`src/rtl/crp16_alu_pkg.sv`:
```
// Shared opcode encoding and FSM state type for the CRP16 multi-cycle ALU.
package crp16_alu_pkg;

    localparam logic [3:0] OP_LSR   = 4'd0;
    localparam logic [3:0] OP_ASR   = 4'd1;
    localparam logic [3:0] OP_LSL   = 4'd2;
    localparam logic [3:0] OP_AND   = 4'd3;
    localparam logic [3:0] OP_OR    = 4'd4;
    localparam logic [3:0] OP_XOR   = 4'd5;
    localparam logic [3:0] OP_ADD   = 4'd6;
    localparam logic [3:0] OP_SUB   = 4'd7;
    localparam logic [3:0] OP_ADC   = 4'd8;
    localparam logic [3:0] OP_SBC   = 4'd9;
    localparam logic [3:0] OP_ROR   = 4'd10;
    localparam logic [3:0] OP_ROL   = 4'd11;
    localparam logic [3:0] OP_MUL   = 4'd12;
    localparam logic [3:0] OP_MULHU = 4'd13;

    typedef enum logic [1:0] {
        S_IDLE,
        S_BUSY,
        S_DONE
    } state_t;

endpackage

```
`src/rtl/crp16_addsub.sv`:
```
// Combinational adder/subtractor with carry-in, optional b inversion,
// carry-out and signed overflow.
module crp16_addsub #(
    parameter int WIDTH = 16
) (
    input  logic [WIDTH-1:0] a,
    input  logic [WIDTH-1:0] b,
    input  logic             inv,
    input  logic             cin,
    output logic [WIDTH-1:0] sum,
    output logic             cout,
    output logic             ovf
);

    logic [WIDTH-1:0] be;

    assign be = inv ? ~b : b;
    assign {cout, sum} = {1'b0, a} + {1'b0, be} + {{WIDTH{1'b0}}, cin};
    // Same-sign inputs to the adder producing a different-sign sum.
    assign ovf = (a[WIDTH-1] == be[WIDTH-1]) && (sum[WIDTH-1] != a[WIDTH-1]);

endmodule

```
`src/rtl/crp16_alu_mc.sv`:
```
// CRP16 multi-cycle ALU: single-cycle logic/arith, iterative shifts,
// rotates and shift-add multiply behind a valid/ready handshake.
module crp16_alu_mc
    import crp16_alu_pkg::*;
#(
    parameter int WIDTH = 16,
    parameter int SHW   = $clog2(WIDTH)
) (
    input  logic             clock,
    input  logic             reset,
    input  logic             in_valid,
    output logic             in_ready,
    input  logic [WIDTH-1:0] x,
    input  logic [WIDTH-1:0] y,
    input  logic [3:0]       select,
    input  logic             c_in,
    output logic             out_valid,
    input  logic             out_ready,
    output logic [WIDTH-1:0] alu_out,
    output logic             v,
    output logic             c,
    output logic             n,
    output logic             z
);

    localparam logic [SHW:0] CNT_MUL = (SHW+1)'(WIDTH);

    state_t state, state_nxt;

    logic [WIDTH-1:0] acc, lo, ry, res;
    logic [3:0]       rop;
    logic [SHW:0]     cnt;
    logic             cr, vr;

    logic [WIDTH-1:0] as_a, as_b, as_sum;
    logic             as_inv, as_cin, as_cout, as_ovf;

    logic [WIDTH-1:0] imm_res;
    logic             imm_c, imm_v;
    logic [SHW-1:0]   amt;
    logic             is_mul, is_sh, go_busy, last;

    logic [2*WIDTH:0] mstep;
    logic [WIDTH-1:0] nxt_acc, nxt_lo, fin_res;
    logic             nxt_sc, fin_c, fin_v;

    crp16_addsub #(.WIDTH(WIDTH)) u_addsub (
        .a    (as_a),
        .b    (as_b),
        .inv  (as_inv),
        .cin  (as_cin),
        .sum  (as_sum),
        .cout (as_cout),
        .ovf  (as_ovf)
    );

    assign amt    = y[SHW-1:0];
    assign is_mul = (select == OP_MUL) || (select == OP_MULHU);
    assign is_sh  = (select == OP_LSR) || (select == OP_ASR) ||
                    (select == OP_LSL) || (select == OP_ROR) ||
                    (select == OP_ROL);
    assign go_busy = is_mul || (is_sh && (amt != '0));
    assign last    = (cnt == (SHW+1)'(1));

    // The adder serves the request operands in IDLE and the
    // multiply accumulate step in BUSY.
    always_comb begin
        as_a    = x;
        as_b    = y;
        as_inv  = 1'b0;
        as_cin  = 1'b0;
        imm_res = '0;
        imm_c   = 1'b0;
        imm_v   = 1'b0;
        if (state == S_BUSY) begin
            as_a = acc;
            as_b = ry;
        end else begin
            case (select)
                OP_SUB: begin
                    as_inv = 1'b1;
                    as_cin = 1'b1;
                end
                OP_ADC: as_cin = c_in;
                OP_SBC: begin
                    as_inv = 1'b1;
                    as_cin = c_in;
                end
                default: ;
            endcase
        end
        case (select)
            OP_LSR, OP_ASR, OP_LSL, OP_ROR, OP_ROL: imm_res = x;
            OP_AND: imm_res = x & y;
            OP_OR:  imm_res = x | y;
            OP_XOR: imm_res = x ^ y;
            OP_ADD, OP_SUB, OP_ADC, OP_SBC: begin
                imm_res = as_sum;
                imm_c   = as_cout;
                imm_v   = as_ovf;
            end
            default: imm_res = '0;
        endcase
    end

    always_comb begin
        mstep   = lo[0] ? {as_cout, as_sum, lo} : {1'b0, acc, lo};
        nxt_acc = acc;
        nxt_lo  = lo;
        nxt_sc  = 1'b0;
        case (rop)
            OP_LSR: begin
                nxt_lo = {1'b0, lo[WIDTH-1:1]};
                nxt_sc = lo[0];
            end
            OP_ASR: begin
                nxt_lo = {lo[WIDTH-1], lo[WIDTH-1:1]};
                nxt_sc = lo[0];
            end
            OP_LSL: begin
                nxt_lo = {lo[WIDTH-2:0], 1'b0};
                nxt_sc = lo[WIDTH-1];
            end
            OP_ROR: begin
                nxt_lo = {lo[0], lo[WIDTH-1:1]};
                nxt_sc = lo[0];
            end
            OP_ROL: begin
                nxt_lo = {lo[WIDTH-2:0], lo[WIDTH-1]};
                nxt_sc = lo[WIDTH-1];
            end
            OP_MUL, OP_MULHU: {nxt_acc, nxt_lo} = mstep[2*WIDTH:1];
            default: ;
        endcase
        fin_res = (rop == OP_MULHU) ? nxt_acc : nxt_lo;
        fin_c   = nxt_sc;
        fin_v   = 1'b0;
        if (rop == OP_MUL) begin
            fin_c = |nxt_acc;
            fin_v = |nxt_acc;
        end else if (rop == OP_MULHU) begin
            fin_c = 1'b0;
        end
    end

    always_ff @(posedge clock or posedge reset) begin
        if (reset) state <= S_IDLE;
        else       state <= state_nxt;
    end

    always_comb begin
        state_nxt = state;
        in_ready  = 1'b0;
        out_valid = 1'b0;
        case (state)
            S_IDLE: begin
                in_ready = 1'b1;
                if (in_valid) state_nxt = go_busy ? S_BUSY : S_DONE;
            end
            S_BUSY: if (last) state_nxt = S_DONE;
            S_DONE: begin
                out_valid = 1'b1;
                if (out_ready) state_nxt = S_IDLE;
            end
            default: state_nxt = S_IDLE;
        endcase
    end

    always_ff @(posedge clock or posedge reset) begin
        if (reset) begin
            acc <= '0;
            lo  <= '0;
            ry  <= '0;
            rop <= OP_LSR;
            cnt <= '0;
            res <= '0;
            cr  <= 1'b0;
            vr  <= 1'b0;
        end else if (state == S_IDLE) begin
            if (in_valid) begin
                acc <= '0;
                lo  <= x;
                ry  <= y;
                rop <= select;
                cnt <= is_mul ? CNT_MUL : {1'b0, amt};
                if (!go_busy) begin
                    res <= imm_res;
                    cr  <= imm_c;
                    vr  <= imm_v;
                end
            end
        end else if (state == S_BUSY) begin
            acc <= nxt_acc;
            lo  <= nxt_lo;
            cnt <= cnt - (SHW+1)'(1);
            if (last) begin
                res <= fin_res;
                cr  <= fin_c;
                vr  <= fin_v;
            end
        end
    end

    assign alu_out = res;
    assign c       = cr;
    assign v       = vr;
    assign n       = res[WIDTH-1];
    assign z       = ~|res;

endmodule

```
`config.mk`:
```
export PLATFORM = sky130hd
export DESIGN_NAME = crp16_alu_mc
export DESIGN_NICKNAME = d
export VERILOG_FILES = /design/src/rtl/crp16_alu_pkg.sv /design/src/rtl/crp16_addsub.sv /design/src/rtl/crp16_alu_mc.sv
export SDC_FILE = /design/constraint.sdc
export NUM_CORES = 1
export LEC_CHECK = 0
export ABC_AREA = 1
export CAP_MARGIN = 20
export CORE_ASPECT_RATIO = 0.8
export CORE_UTILIZATION = 40
export DETAILED_ROUTE_END_ITERATION = 6
export GPL_ROUTABILITY_DRIVEN = 0
export PLACE_DENSITY_LB_ADDON = 0.25
export RECOVER_POWER = 25
export SYNTH_ARGS = -nofsm -noshare
export SYNTH_HDL_FRONTEND = slang
export SYNTH_SLANG_ARGS = --single-unit
```
`constraint.sdc`:
```
create_clock -name clock -period 3.82 [get_ports clock]
set_clock_uncertainty 0.1 [all_clocks]
set_input_delay 1.146 -clock clock [delete_from_list [all_inputs] [get_ports clock]]
set_output_delay 1.146 -clock clock [all_outputs]
set_load 0.02 [all_outputs]
```
==> results of run 1 <==
[power by group through the flow]
stage | Combinational (mW) | Sequential [mW] | Clock [mW]
finish | 5.85 | 1.51 | 0.927
global route | 6.35 | 1.56 | 0.967
CTS | 5.37 | 1.50 | 0.932
detailed placement | 5.19 | 1.51 | 0
global placement | 5.14 | 1.50 | 0
floorplan | 3.15 | 1.51 | 0
[cells by family after synthesis]
| kind of cell | count (synthesis) | synth area share (%) |
|---|---|---|
| and+or+nand+nor | 391 | 24.3 |
| AOI/OAI and AO/OA | 295 | 25.9 |
| adders and majority gates | 51 | 9.72 |
| xor gates and xnor gates | 4 | 0.522 |
| DFF | 77 | 28.7 |
| buffers and inverters | 189 | 10.9 |
[area by class of cell]
class	count	area, sq um
fill	1571	6700
multi-input combinational	742	4380
timing repair buffer	241	2000
sequential	77	1930
inverter	141	534
tap	215	269
clock buffer	10	239
clock inverter	6	67.6
[state kept, by name (all words and copies together) (netlist names)]
register and flops:
acc 16, lo 16, v 1, rop 4, cnt 5, ry 16, state 2, alu_out 16
c 1
[cell usage in the layout, fill, tap and decap left out, types with 7 or more instances in the layout]
master / count
nand2_1: 228
buf_4: 173
inv_1: 130
o21ai_0: 103
dfrtp_1: 77
nand3_1: 58
a21oi_1: 57
clkdlybuf4s50_1: 55
ha_1: 47
o211ai_1: 38
nor2_1: 35
o22ai_1: 26
nand2_2: 19
a21oi_2: 16
nor2_2: 10
o21a_1: 9
clkbuf_16: 9
a2bb2oi_1: 8
nand3_2: 7
inv_2: 7
[routing by layer]
| layer | routed length (um) | up-vias | share of wire, % |
|---|---|---|---|
| met5 | 0 | - | 0 |
| met2 | 11100 | 443 | 41 |
| met1 | 11700 | 3731 | 43 |
| met4 | 1080 | 0 | 4.0 |
| li1 | - | 3827 | - |
| met3 | 3250 | 86 | 12 |
[stage by stage]
stage	util [%]	total power [mW]
2_1_floorplan	-	4.66
3_3_place_gp	53.8	6.65
3_5_place_dp	53.8	6.69
4_1_cts	56.9	7.81
5_1_grt	58.4	8.88
6_report	58.4	8.29
[timing repair]
action	in CTS	in global routing
resized for setup	49	53
setup buffers	13	10
endpoints found under the setup margin	32	24
pin swaps	21	36
cloned	1	0
hold endpoints to repair	0	0
[critical path: cells and delay by family]
family                     cells  cell delay (ns)
AOI/OAI and AO/OA              5             0.57
adders and majority gates      2             0.83
buffers and inverters          2             0.55
and+or+nand+nor                9             0.96
[worst max-delay path by stage]
stage                     slack (ns)  cells after the start       from  endpoint
after CTS                      -0.02                     22  select[2]         v
final                           -0.1                     18       c_in         c
after detailed placement       -1.13                     21  select[2]         v
after global routing           -0.26                     18       c_in         c
after global placement         -1.14                     21  select[2]         v
after floorplan                -0.05                     22  select[2]         c
==> metrics.cfg, run 1 <==
[hold_path]
holdPathStages = 2
min_to = ry[14]
min_from = ry[14]
hold_path.class = flop to flop

[power]
ir_drop_uv = 384
swShare_pct = 50.6
seq_power_share_pct = 18.3
p_comb_share_pct = 70.5
intPower_mw = 4.10
clock_power_share_pct = 11.2
p_sw_mw = 4.19
power_density_nw_per_um2 = 881
power_leakage_nw = 4.57

[critical_path]
reg2reg_setup_slack_ns = 0.22
reg2reg_to = c
cp_slowest_cell = clkdlybuf4s50_1
cp_cell_sequence = clkdlybuf4s50_1 > nand2_1 > nor2_2 > a31oi_4 > fa_2 > inv_2 > fa_2 > o21ai_2 > nand2_2 > o21a_1 > a21oi_2 > nand3_1 > nor2_1 > nand2_1 > nor2_2 > nand3_2 > nand2_2 > a21oi_2
critPathLaunchType = input port
cp_max_fo = 2
critPathCaptureType = flop
max_stage_delay_ns = 0.47
crit_type = input port to flop
ff2ff_path_depth = 23
reg2reg_from = state[0]
cp.arrival_ns = 4.07
worstPathRequired_ns = 3.97

[synth]
yosysTopAreaCell = dfrtp_1
yosysMostFrequentCell = nand2_1
async_flop_share_pct = 100
avgSynthCellArea_sq_um = 6.67
yosys-top-cells-area = dfrtp_1, nand2_1, ha_1, o21ai_0, inv_1
synth_commonest_cells = nand2_1, inv_1, o21ai_0
yosys_warnings = 0
synth_top_area_share_pct = 28.7
postSynthCellCount = 1007
ys_seq_elements = 77
synth_edf_count = 0
synthFlopType = dfrtp_1
ys_types = 40
netlist_area_sq_um = 6720
synth_fp_nets = 1099
ys_seq_area_share_pct = 28.7

[timing]
finalSetupViolations = 4
whs_ns = 0.391
max_freq_ghz = 0.255
finalCritPeriodShare_pct = 103
relSlewSlack_pct = -35.2
worst_pin_slew_ns = 2.03
slew_violations = 78
rsz0062_at_grt = yes
hold_viol_final = 0
setup_tns_ns = -0.261
setup_ws_ns = -0.0999
period_needed_ns = 3.92

[placement]
pre_cts_slack_ns = -1.13
dp_cells = 1394
place_hpwl_um = 20400
dpl_cell_area_sq_um = 8670
port_buffers = 62

[clocking]
cts.sinks = 77
htree_levels = 3
cts_buffers = 9
cts_hold_buf = 0
clkSlewWorstSetupHoldPaths_ns = 0.07
cts_max_path_buffers = 2
cts-root-buf = clkbuf_16
cts_tree = done
clk_latency_ns = 0.36

[detailed_routing]
drt_pass1_iterations = 6
routed_via_density = 5.65
ant_nets = 0
wl_per_cell_um = 19.0
drt_iter0_markers = 1185
vias = 8087
drc = 0
routed_wirelength_um = 27200

[grt]
grt_usage_pct = 31.8
use_met2_pct = 44.6
grtUsageMet3_pct = 11.4
met1_usage_pct = 44.0
grt_max_degree = 78
top_usage_layer = met2
grt_pass1_wl_um = 41900
grt_pass1_vias = 7512
antenna_found_initial = 0
gr-total-overflow = 0

[layout]
area_growth_pct = 40.1
stdcell_area_sq_um = 9410
fin_cells = 1432
nNetsFinal = 1304
diodes = 0
drive_gt1_share_pct = 23.8

[floorplanning]
dieArea_sq_um = 17300
core_area_sq_um = 16100
start_util_pct = 41.7
ios = 63
row_count = 41
die_width_um = 147
die_y_um = 118

[run]
max_cap_violations = 1

[status]
status = complete, but fails checks
violations = max-capacitance violations, max-slew violations, negative setup slack

Note: power is estimated with default switching activity, not from simulation.
==> inputs of run 2 (changes only) <==
- ABC_AREA: 1 -> default
==> metrics.cfg, run 2 <==
[synth]
yosys-top-cells-area = dfrtp_1, ha_1, nand2_1, o21ai_0, a21oi_1
postSynthCellCount = 859  ; -15%
yosysTopAreaCell = dfrtp_1
ys_seq_area_share_pct = 28.7  ; about the same
synthFlopType = dfrtp_1
synth_top_area_share_pct = 28.7  ; about the same
async_flop_share_pct = 100  ; unchanged
ys_seq_elements = 77  ; unchanged
ys_types = 71  ; +78%
yosys_warnings = 0  ; unchanged
synth_fp_nets = 951  ; -13%
avgSynthCellArea_sq_um = 7.83  ; +17%
synth_commonest_cells = nand2_1, o21ai_0, a21oi_1
synth_edf_count = 0  ; unchanged
yosysMostFrequentCell = nand2_1
netlist_area_sq_um = 6730  ; about the same

[floorplanning]
dieArea_sq_um = 17300  ; about the same
die_width_um = 147  ; about the same
die_y_um = 118  ; about the same
start_util_pct = 40.8  ; -0.96 points
core_area_sq_um = 16500  ; +2.4%
ios = 63  ; unchanged
row_count = 42  ; +2.4%

[layout]
nNetsFinal = 1130  ; -13%
drive_gt1_share_pct = 25.7  ; +1.9 points
final_util_pct = 56.2  ; -2.2 points
diodes = 0  ; unchanged
n_fill_cell = 1536  ; -2.2%
layout_commonest_cell = buf_4
layout_common_cells = buf_4, nand2_1, dfrtp_1
area_growth_pct = 38.0

[power]
power_mw = 7.73  ; -6.8%
p_comb_share_pct = 66.8  ; -3.7 points
ir_drop_uv = 421  ; +9.5%
swShare_pct = 46.7  ; -3.8 points
clock_power_share_pct = 13.5  ; +2.3 points
p_sw_mw = 3.61  ; -14%
power_leakage_nw = 4.10  ; -10%
seq_power_share_pct = 19.7  ; +1.4 points
intPower_mw = 4.12  ; +0.45%
power_density_nw_per_um2 = 833  ; -5.4%

[clocking]
clkSlewWorstSetupHoldPaths_ns = 0.07  ; about the same
cts-root-buf = clkbuf_16
cts_tree = done
cts_buffers = 9  ; unchanged
htree_levels = 3  ; unchanged
cts_max_path_buffers = 2  ; unchanged
clk_latency_ns = 0.36  ; about the same
cts.sinks = 77  ; unchanged
cts_hold_buf = 0  ; unchanged

[critical_path]
crit_type = input port to flop
critPathCaptureType = flop
critPathLaunchType = input port
cp_slowest_cell = a2111oi_4
cp_cell_sequence = buf_8 > nor3b_4 > a21o_1 > nand2_4 > xnor2_2 > nor2_1 > a21oi_2 > fa_2 > inv_2 > fa_2 > a21o_1 > a2111oi_4 > buf_4 > xnor2_2 > mux2_4 > a21oi_2 > nand4b_1 > nor4_2 > a31oi_1
cp.arrival_ns = 4.45  ; +0.38 ns
cp_max_fo = 2  ; unchanged
worstPathRequired_ns = 3.95  ; -0.02 ns
max_stage_delay_ns = 0.40  ; -0.07 ns

[placement]
place_hpwl_um = 17900  ; -12%
pre_cts_slack_ns = -1.38  ; -0.248 ns
port_buffers = 62  ; unchanged

[timing]
period_needed_ns = 4.33  ; +0.408 ns
worst_pin_slew_ns = 1.40  ; -0.631 ns
finalSetupViolations = 27  ; +23
hold_viol_final = 0  ; unchanged
relSlewSlack_pct = 6.82  ; +42 points
setup_tns_ns = -8.25  ; -7.99 ns
max_freq_ghz = 0.231  ; -9.4%
slew_violations = 0  ; -100%
rsz0062_at_grt = yes
whs_ns = 0.405  ; +0.0140 ns
setup_ws_ns = -0.507  ; -0.408 ns
finalCritPeriodShare_pct = 113  ; +11 points

[status]
violations = negative setup slack
status = complete, but fails checks

[detailed_routing]
routed_wirelength_um = 23900  ; -12%
vias = 7240  ; -10%
routed_via_density = 5.73  ; +1.5%
drc = 0  ; unchanged
ant_nets = 0  ; unchanged
wl_per_cell_um = 19.0  ; -0.11%
drt_iter0_markers = 642  ; -46%
drt_pass1_iterations = 6  ; unchanged

[grt]
antenna_found_initial = 0  ; unchanged
gr-total-overflow = 0  ; unchanged
grt_pass1_wl_um = 37500  ; -11%
grt_pass1_vias = 6795  ; -9.5%
grt_max_degree = 57  ; -27%
grt_usage_pct = 28.0  ; -3.9 points

[run]
max_cap_violations = 0  ; -1

[hold_path]
hold_path.class = flop to flop

run 2: logic make-up after synthesis:
group / share of synthesized area (%)
xor+xnor: 4.04
buf+inv: 5.99
compound gates: 27.9
simple gates: 17.6
mux: 6.14
fa+ha+maj: 9.71
flops: 28.7
run 2: metrics by stage:
| stage | std cells | cell area (sq um) |
|---|---|---|
| 4_1_cts | 1259 | 9110 |
| 5_1_grt | 1263 | 9280 |
| 2_1_floorplan | 859 | 6790 |
| 6_report | 1263 | 9280 |
| 3_3_place_gp | 1233 | 8590 |
| 3_5_place_dp | 1233 | 8590 |
run 2: layout make-up:
type	instances	area, sq um	share of cell area, %
clock inverters	7	121	1.31
clock buffers	9	225	2.43
multi-input cells	679	4680	50.5
repair buffers	227	1880	20.3
inverters	44	166	1.79
well taps	220	275	2.97
flip-flops and latches	77	1930	20.8
run 2: power groups by stage:
stage,logic [mW],registers [mW],clock network [mW]
detailed placement,4.63,1.52,0
CTS,4.86,1.51,1.05
global route,5.58,1.57,1.08
floorplan,2.90,1.43,0
global placement,4.57,1.51,0
finish,5.17,1.52,1.04
run 2: what timing repair did:
action,in CTS,in global routing
resized for setup,41,32
pin swaps,28,17
setup endpoints to repair,32,31
setup buffers,12,8
cloned,0,0
endpoints found under the hold margin,0,0
run 2: final timing paths:
check / cells after the start / endpoint / slack [ns] / startpoint
max in group asynchronous: 3 / ry[0] / 0.40 / reset
min reg2reg: 1 / ry[6] / 0.40 / ry[6]
min in group asynchronous: 2 / lo[11] / 1.34 / reset
min: 1 / ry[6] / 0.40 / ry[6]
max reg2reg: 14 / c / 0.09 / state[1]
max: 19 / c / -0.51 / select[1]
run 2: worst max-delay path: cells and delay by family:
family          cells  cell delay [ns]
buf+inv             3             0.33
compound gates      6             1.14
xor+xnor            2             0.18
simple gates        5             0.78
fa+ha+maj           2             0.58
mux                 1             0.28
run 2: per-layer routing:
| metal | routed length (um) | global-route usage, % |
|---|---|---|
| met3 | 1710 | 5.47 |
| met5 | 0 | 0 |
| met1 | 10900 | 39.6 |
| met2 | 10200 | 40.4 |
| met4 | 1050 | 13.6 |
